$ cat src/rtl/type_param_fifo_if.sv
// Handshake bundle for type_param_fifo: push side, pop side and status.
// slave  = the FIFO itself; master = the producer/consumer environment.
interface type_param_fifo_if #(
  parameter type T     = logic,
  parameter int  DEPTH = 4
);
  localparam int CW = $clog2(DEPTH + 1);

  logic          push_valid;
  logic          push_ready;
  T              push_data;
  logic          pop_valid;
  logic          pop_ready;
  T              pop_data;
  logic [CW-1:0] count;
  logic          full;
  logic          empty;

  modport slave (
    input  push_valid, push_data, pop_ready,
    output push_ready, pop_valid, pop_data, count, full, empty
  );

  modport master (
    output push_valid, push_data, pop_ready,
    input  push_ready, pop_valid, pop_data, count, full, empty
  );
endinterface

$ cat src/rtl/type_param_fifo.sv
// type_param_fifo: valid/ready FIFO carrying an opaque payload of type T.
// Register-array storage, DEPTH need not be a power of two (explicit pointer wrap).
// Optional macro TYPE_PARAM_FIFO_BYPASS_EN: when empty, a pushed item is presented
// on the pop side in the same cycle and is not stored if the consumer takes it.
module type_param_fifo #(
  parameter type T     = logic,
  parameter int  DEPTH = 4
) (
  input  logic                  i_clk,
  input  logic                  i_rst,
  type_param_fifo_if.slave      bus
);
  localparam int PW = (DEPTH > 1) ? $clog2(DEPTH) : 1;
  localparam int CW = $clog2(DEPTH + 1);

  T              mem [DEPTH];
  logic [PW-1:0] wr_ptr;
  logic [PW-1:0] rd_ptr;
  logic [CW-1:0] count;
  logic          is_full;
  logic          is_empty;
  logic          bypass_take;
  logic          push_fire;
  logic          pop_fire;

  function automatic logic [PW-1:0] ptr_next(input logic [PW-1:0] p);
    return (p == PW'(DEPTH - 1)) ? '0 : p + 1'b1;
  endfunction

  // Status flags and handshake decode; only registered state feeds ready/valid
  // except for the same-cycle bypass path when it is built in.
  always_comb begin
    is_full  = (count == CW'(DEPTH));
    is_empty = (count == '0);
    bus.push_ready = !is_full;
    bus.full       = is_full;
    bus.empty      = is_empty;
    bus.count      = count;
`ifdef TYPE_PARAM_FIFO_BYPASS_EN
    bus.pop_valid = !is_empty || bus.push_valid;
    bus.pop_data  = (is_empty && bus.push_valid) ? bus.push_data : mem[rd_ptr];
    bypass_take   = is_empty && bus.push_valid && bus.pop_ready;
`else
    bus.pop_valid = !is_empty;
    bus.pop_data  = mem[rd_ptr];
    bypass_take   = 1'b0;
`endif
    push_fire = bus.push_valid && !is_full && !bypass_take;
    pop_fire  = !is_empty && bus.pop_ready;
  end

  // Storage, pointers and occupancy; full blocks a push even when a pop fires.
  always_ff @(posedge i_clk or negedge i_rst) begin
    if (!i_rst) begin
      for (int i = 0; i < DEPTH; i++) mem[i] <= '0;
      wr_ptr <= '0;
      rd_ptr <= '0;
      count  <= '0;
    end else begin
      if (push_fire) begin
        mem[wr_ptr] <= bus.push_data;
        wr_ptr      <= ptr_next(wr_ptr);
      end
      if (pop_fire) rd_ptr <= ptr_next(rd_ptr);
      case ({push_fire, pop_fire})
        2'b10:   count <= count + 1'b1;
        2'b01:   count <= count - 1'b1;
        default: count <= count;
      endcase
    end
  end
endmodule

$ cat src/flat_wrapper.sv
// flat-port wrapper written by rule: the top's interface ports become plain ports
module type_param_fifo_flat 
#(
  parameter type T     = logic,
  parameter int  DEPTH = 4
)
  (i_clk, i_rst, bus_push_valid, bus_push_data, bus_pop_ready, bus_push_ready, bus_pop_valid, bus_pop_data, bus_count, bus_full, bus_empty);
  type_param_fifo_if #(.T(T), .DEPTH(DEPTH)) bus_i ();
  input  logic i_clk;
  input  logic i_rst;
  input wire logic [$bits(bus_i.push_valid)-1:0] bus_push_valid;
  input wire logic [$bits(bus_i.push_data)-1:0] bus_push_data;
  input wire logic [$bits(bus_i.pop_ready)-1:0] bus_pop_ready;
  output wire logic [$bits(bus_i.push_ready)-1:0] bus_push_ready;
  output wire logic [$bits(bus_i.pop_valid)-1:0] bus_pop_valid;
  output wire logic [$bits(bus_i.pop_data)-1:0] bus_pop_data;
  output wire logic [$bits(bus_i.count)-1:0] bus_count;
  output wire logic [$bits(bus_i.full)-1:0] bus_full;
  output wire logic [$bits(bus_i.empty)-1:0] bus_empty;
  assign bus_i.push_valid = bus_push_valid;
  assign bus_i.push_data = bus_push_data;
  assign bus_i.pop_ready = bus_pop_ready;
  assign bus_push_ready = bus_i.push_ready;
  assign bus_pop_valid = bus_i.pop_valid;
  assign bus_pop_data = bus_i.pop_data;
  assign bus_count = bus_i.count;
  assign bus_full = bus_i.full;
  assign bus_empty = bus_i.empty;
  type_param_fifo #(.T(T), .DEPTH(DEPTH)) u_core (.i_clk(i_clk), .i_rst(i_rst), .bus(bus_i));
endmodule
$ cat config.mk
export PLATFORM = sky130hd
export DESIGN_NAME = type_param_fifo_flat
export DESIGN_NICKNAME = d
export VERILOG_FILES = /design/src/rtl/type_param_fifo_if.sv /design/src/rtl/type_param_fifo.sv /design/src/flat_wrapper.sv
export SDC_FILE = /design/constraint.sdc
export NUM_CORES = 1
export LEC_CHECK = 0
export ABC_AREA = 1
export BUFFER_PORTS_ARGS = -buffer_cell sky130_fd_sc_hd__buf_2
export CAP_MARGIN = 10
export CELL_PAD_IN_SITES_DETAIL_PLACEMENT = 1
export CELL_PAD_IN_SITES_GLOBAL_PLACEMENT = 1
export CORE_MARGIN = 4
export CORE_UTILIZATION = 30
export CTS_BUF_LIST = sky130_fd_sc_hd__clkbuf_8
export DETAILED_ROUTE_END_ITERATION = 7
export HOLD_SLACK_MARGIN = 0.06
export PLACE_DENSITY = 0.6
export SYNTH_ARGS = -nofsm -noshare
export SYNTH_HDL_FRONTEND = slang
export SYNTH_SLANG_ARGS = --single-unit
$ cat constraint.sdc
create_clock -name i_clk -period 1.97 [get_ports i_clk]
set_input_delay 0.394 -clock i_clk [delete_from_list [all_inputs] [get_ports i_clk]]
set_output_delay 0.394 -clock i_clk [all_outputs]
set_load 0.02 [all_outputs]
==> results.tsv <==
metric	value	unit
status	finished clean	
ios	13	
skew	0.00195	ns
holdCritPathClass	input port to register	
clockBufferDepth	2	
start_util	32.9	%
postCtsSetupRepairBufs	0	
cp_max_fo	4	
path_class	register to register	
cp_slowest_cell	dfrtp_1	
ys_types	18	
tightestPinTransition	0.260	ns
grt_pass1_wl	2480	um
routed_wirelength	1400	um
fin_ws	0.180	ns
ys_warn_count	0	
rows	16	
numCtsBuffers	3	
r2r_end	u_core.bus.count[2]	
dr.first_iter.drc_count	7	
ant_nets	0	
avgSynthCellArea	8.48	sq um
dp.final_hpwl	1070	um
arrival	1.93	ns
critical_path.top_delay_family	simple AND/OR/NAND/NOR gates	
n_fill_cell	254	
gp_routability_congestion	0.725	
drv_cap	0	
yosysSeqAreaShare	40.6	%
hold_violations	0	
peakVddDrop	0.000722	V
layoutNonFillerInstCount	123	
antenna_cells	0	
maxSlewViolCount	0	
firstDrtPassIters	4	
min-delay-start	bus_pop_ready	
grt_pass1_vias	534	
path_buf_inv	1	
drcViolationCount	0	
via_per_inst	4.51	
core	2060	sq um
die_area	3090	sq um
clk_latency	0.24	ns
setup_viol	0	
grt_max_degree	12	
required	2.11	ns
areaGrowthSynthToFinish	21.4	%
cts.sinks	11	
max_freq	559	MHz
critPathCaptureType	register	
crit_end	u_core.bus.count[2]	
rr_startpoint	u_core.bus.count[1]	
netlist_area	678	sq um
crit_chain	nor2_4, nand2_2, nand2_1, ha_1, inv_1, fa_1, nand2_1, nand3_1, nand2_1, nand2_1	
overflow	0	
dp_slack	0.149	ns
synth-seq-cells	11	
grtUsageTotal	10.3	%
antenna_found_initial	0	
root_buffer	clkbuf_8	
setup.worst_path.start	u_core.bus.count[1]	
die_h	55.5	um
synthCells	80	
leakage	0.457	nW
htreeDepth	1	
cts_tree	yes	
cellPowerDensity	1700	nW/um^2
wl_per_cell	11.4	um
cp.depth	10	
crit_path_max_incr_delay	0.42	ns
fin_nets	109	
vias	555	
finalCritPeriodShare	90.9	%
dp_cells	118	
rrSetupSlack	0.18	ns
drive_gt1_share	26.0	%
utilization	39.9	%
rr_worst_depth	10	
maxSlewHeadroom	82.6	%
startpoint_type	register	
syn_nets	92	
io_buffers	12	
period_needed	1.79	ns
clk_pin_slew	0.05	ns
dieWidth	55.5	um
critPathMostFrequentCell	nand2_1	
[cell type report]
cell class	instances	area [sq um]	area share (%)
Clock inverter	1	3.75	0.456
Clock buffer	3	41.3	5.02
Sequential cell	11	275	33.4
Tap cell	27	33.8	4.10
Multi-Input combinational cell	54	343	41.6
Inverter	13	48.8	5.93
Timing Repair Buffer	14	77.6	9.42
[report_power, final]
group / switching (mW) / internal, mW
Combinational: 0.431 / 0.284
Clock: 0.0908 / 0.137
Sequential: 0.118 / 0.340
[synth_stat cells (all sizes together)]
library cell,number,area share [%]
or2,2,1.8
buf,2,2.8
o211ai,1,1.1
o21ai,4,3.0
fa,1,3.0
inv,13,7.2
nand4,5,4.6
dfrtp,11,41
nor2,1,0.92
ha,6,11
a21oi,1,0.74
nand3,7,7.4
nand2,25,15
xnor2,1,1.3
[logic make-up (layout without fill, tap and decap cells)]
family                     Yosys count  count (layout)  synth area share [%]
DFF                                 11              11                  40.6
AOI/OAI and AO/OA                    6               6                  4.80
buffers and inverters               15              31                  9.96
adders and majority gates            7               7                  14.0
and+or+nand+nor                     40              40                  29.3
xor gates and xnor gates             1               1                  1.29
[what timing repair did]
item,4_1_cts,5_1_grt
gates resized for setup,0,2
endpoints found under the hold margin,11,0
hold buffers,1,0
endpoints found under the setup margin,0,1
[sequential cells by signal, summed over array words and instances (netlist names)]
| register | count |
|---|---|
| u_core.wr_ptr | 2 |
| u_core.mem | 4 |
| u_core.bus.count | 3 |
| u_core.rd_ptr | 2 |
[worst reg2reg max path, cell delays in order (launching register included)]
cell and delay [ns]:
dfrtp_1 0.42, nor2_4 0.15, nand2_2 0.06, nand2_1 0.13
ha_1 0.20, inv_1 0.07, fa_1 0.38, nand2_1 0.10
nand3_1 0.08, nand2_1 0.06, nand2_1 0.04
[cell usage in the layout (no fill, tap or decap), drive strengths merged, types with 2 or more instances in the layout]
cell type	count
o21ai	4
buf	13
clkbuf	3
inv	14
dfrtp	11
nand4	5
ha	6
nand2	25
nand3	7
or2	2
[metrics by stage]
stage	hold slack (ns)	power [mW]	instance area [sq um]	TNS [ns]
after floorplan	0.0984	0.974	678	0
after global placement	0.284	1.15	761	0
after detailed placement	0.288	1.17	761	0
after CTS	0.409	1.41	816	0
after global routing	0.429	1.56	823	-0.00292
final	0.408	1.40	823	0
[per-layer routing]
layer  vias to the layer above  wire length (um)  global-route usage [%]
met2                         8               649                    14.9
met3                         4                49                    4.43
li1                        288                 -                       -
met4                         0                31                    5.21
met5                         -                 0                       0
met1                       255               671                    12.9
[how the worst min path moves through the flow]
| stage | end | slack [ns] | cells after the start |
|---|---|---|---|
| finish | u_core.rd_ptr[1] | 0.41 | 3 |
| global route | u_core.rd_ptr[1] | 0.43 | 3 |
| CTS | u_core.rd_ptr[1] | 0.41 | 3 |
| detailed placement | u_core.rd_ptr[1] | 0.29 | 1 |
| global placement | u_core.rd_ptr[0] | 0.28 | 1 |
| floorplan | u_core.bus.count[0] | 0.1 | 0 |
Power figures use the tool's default switching activity.
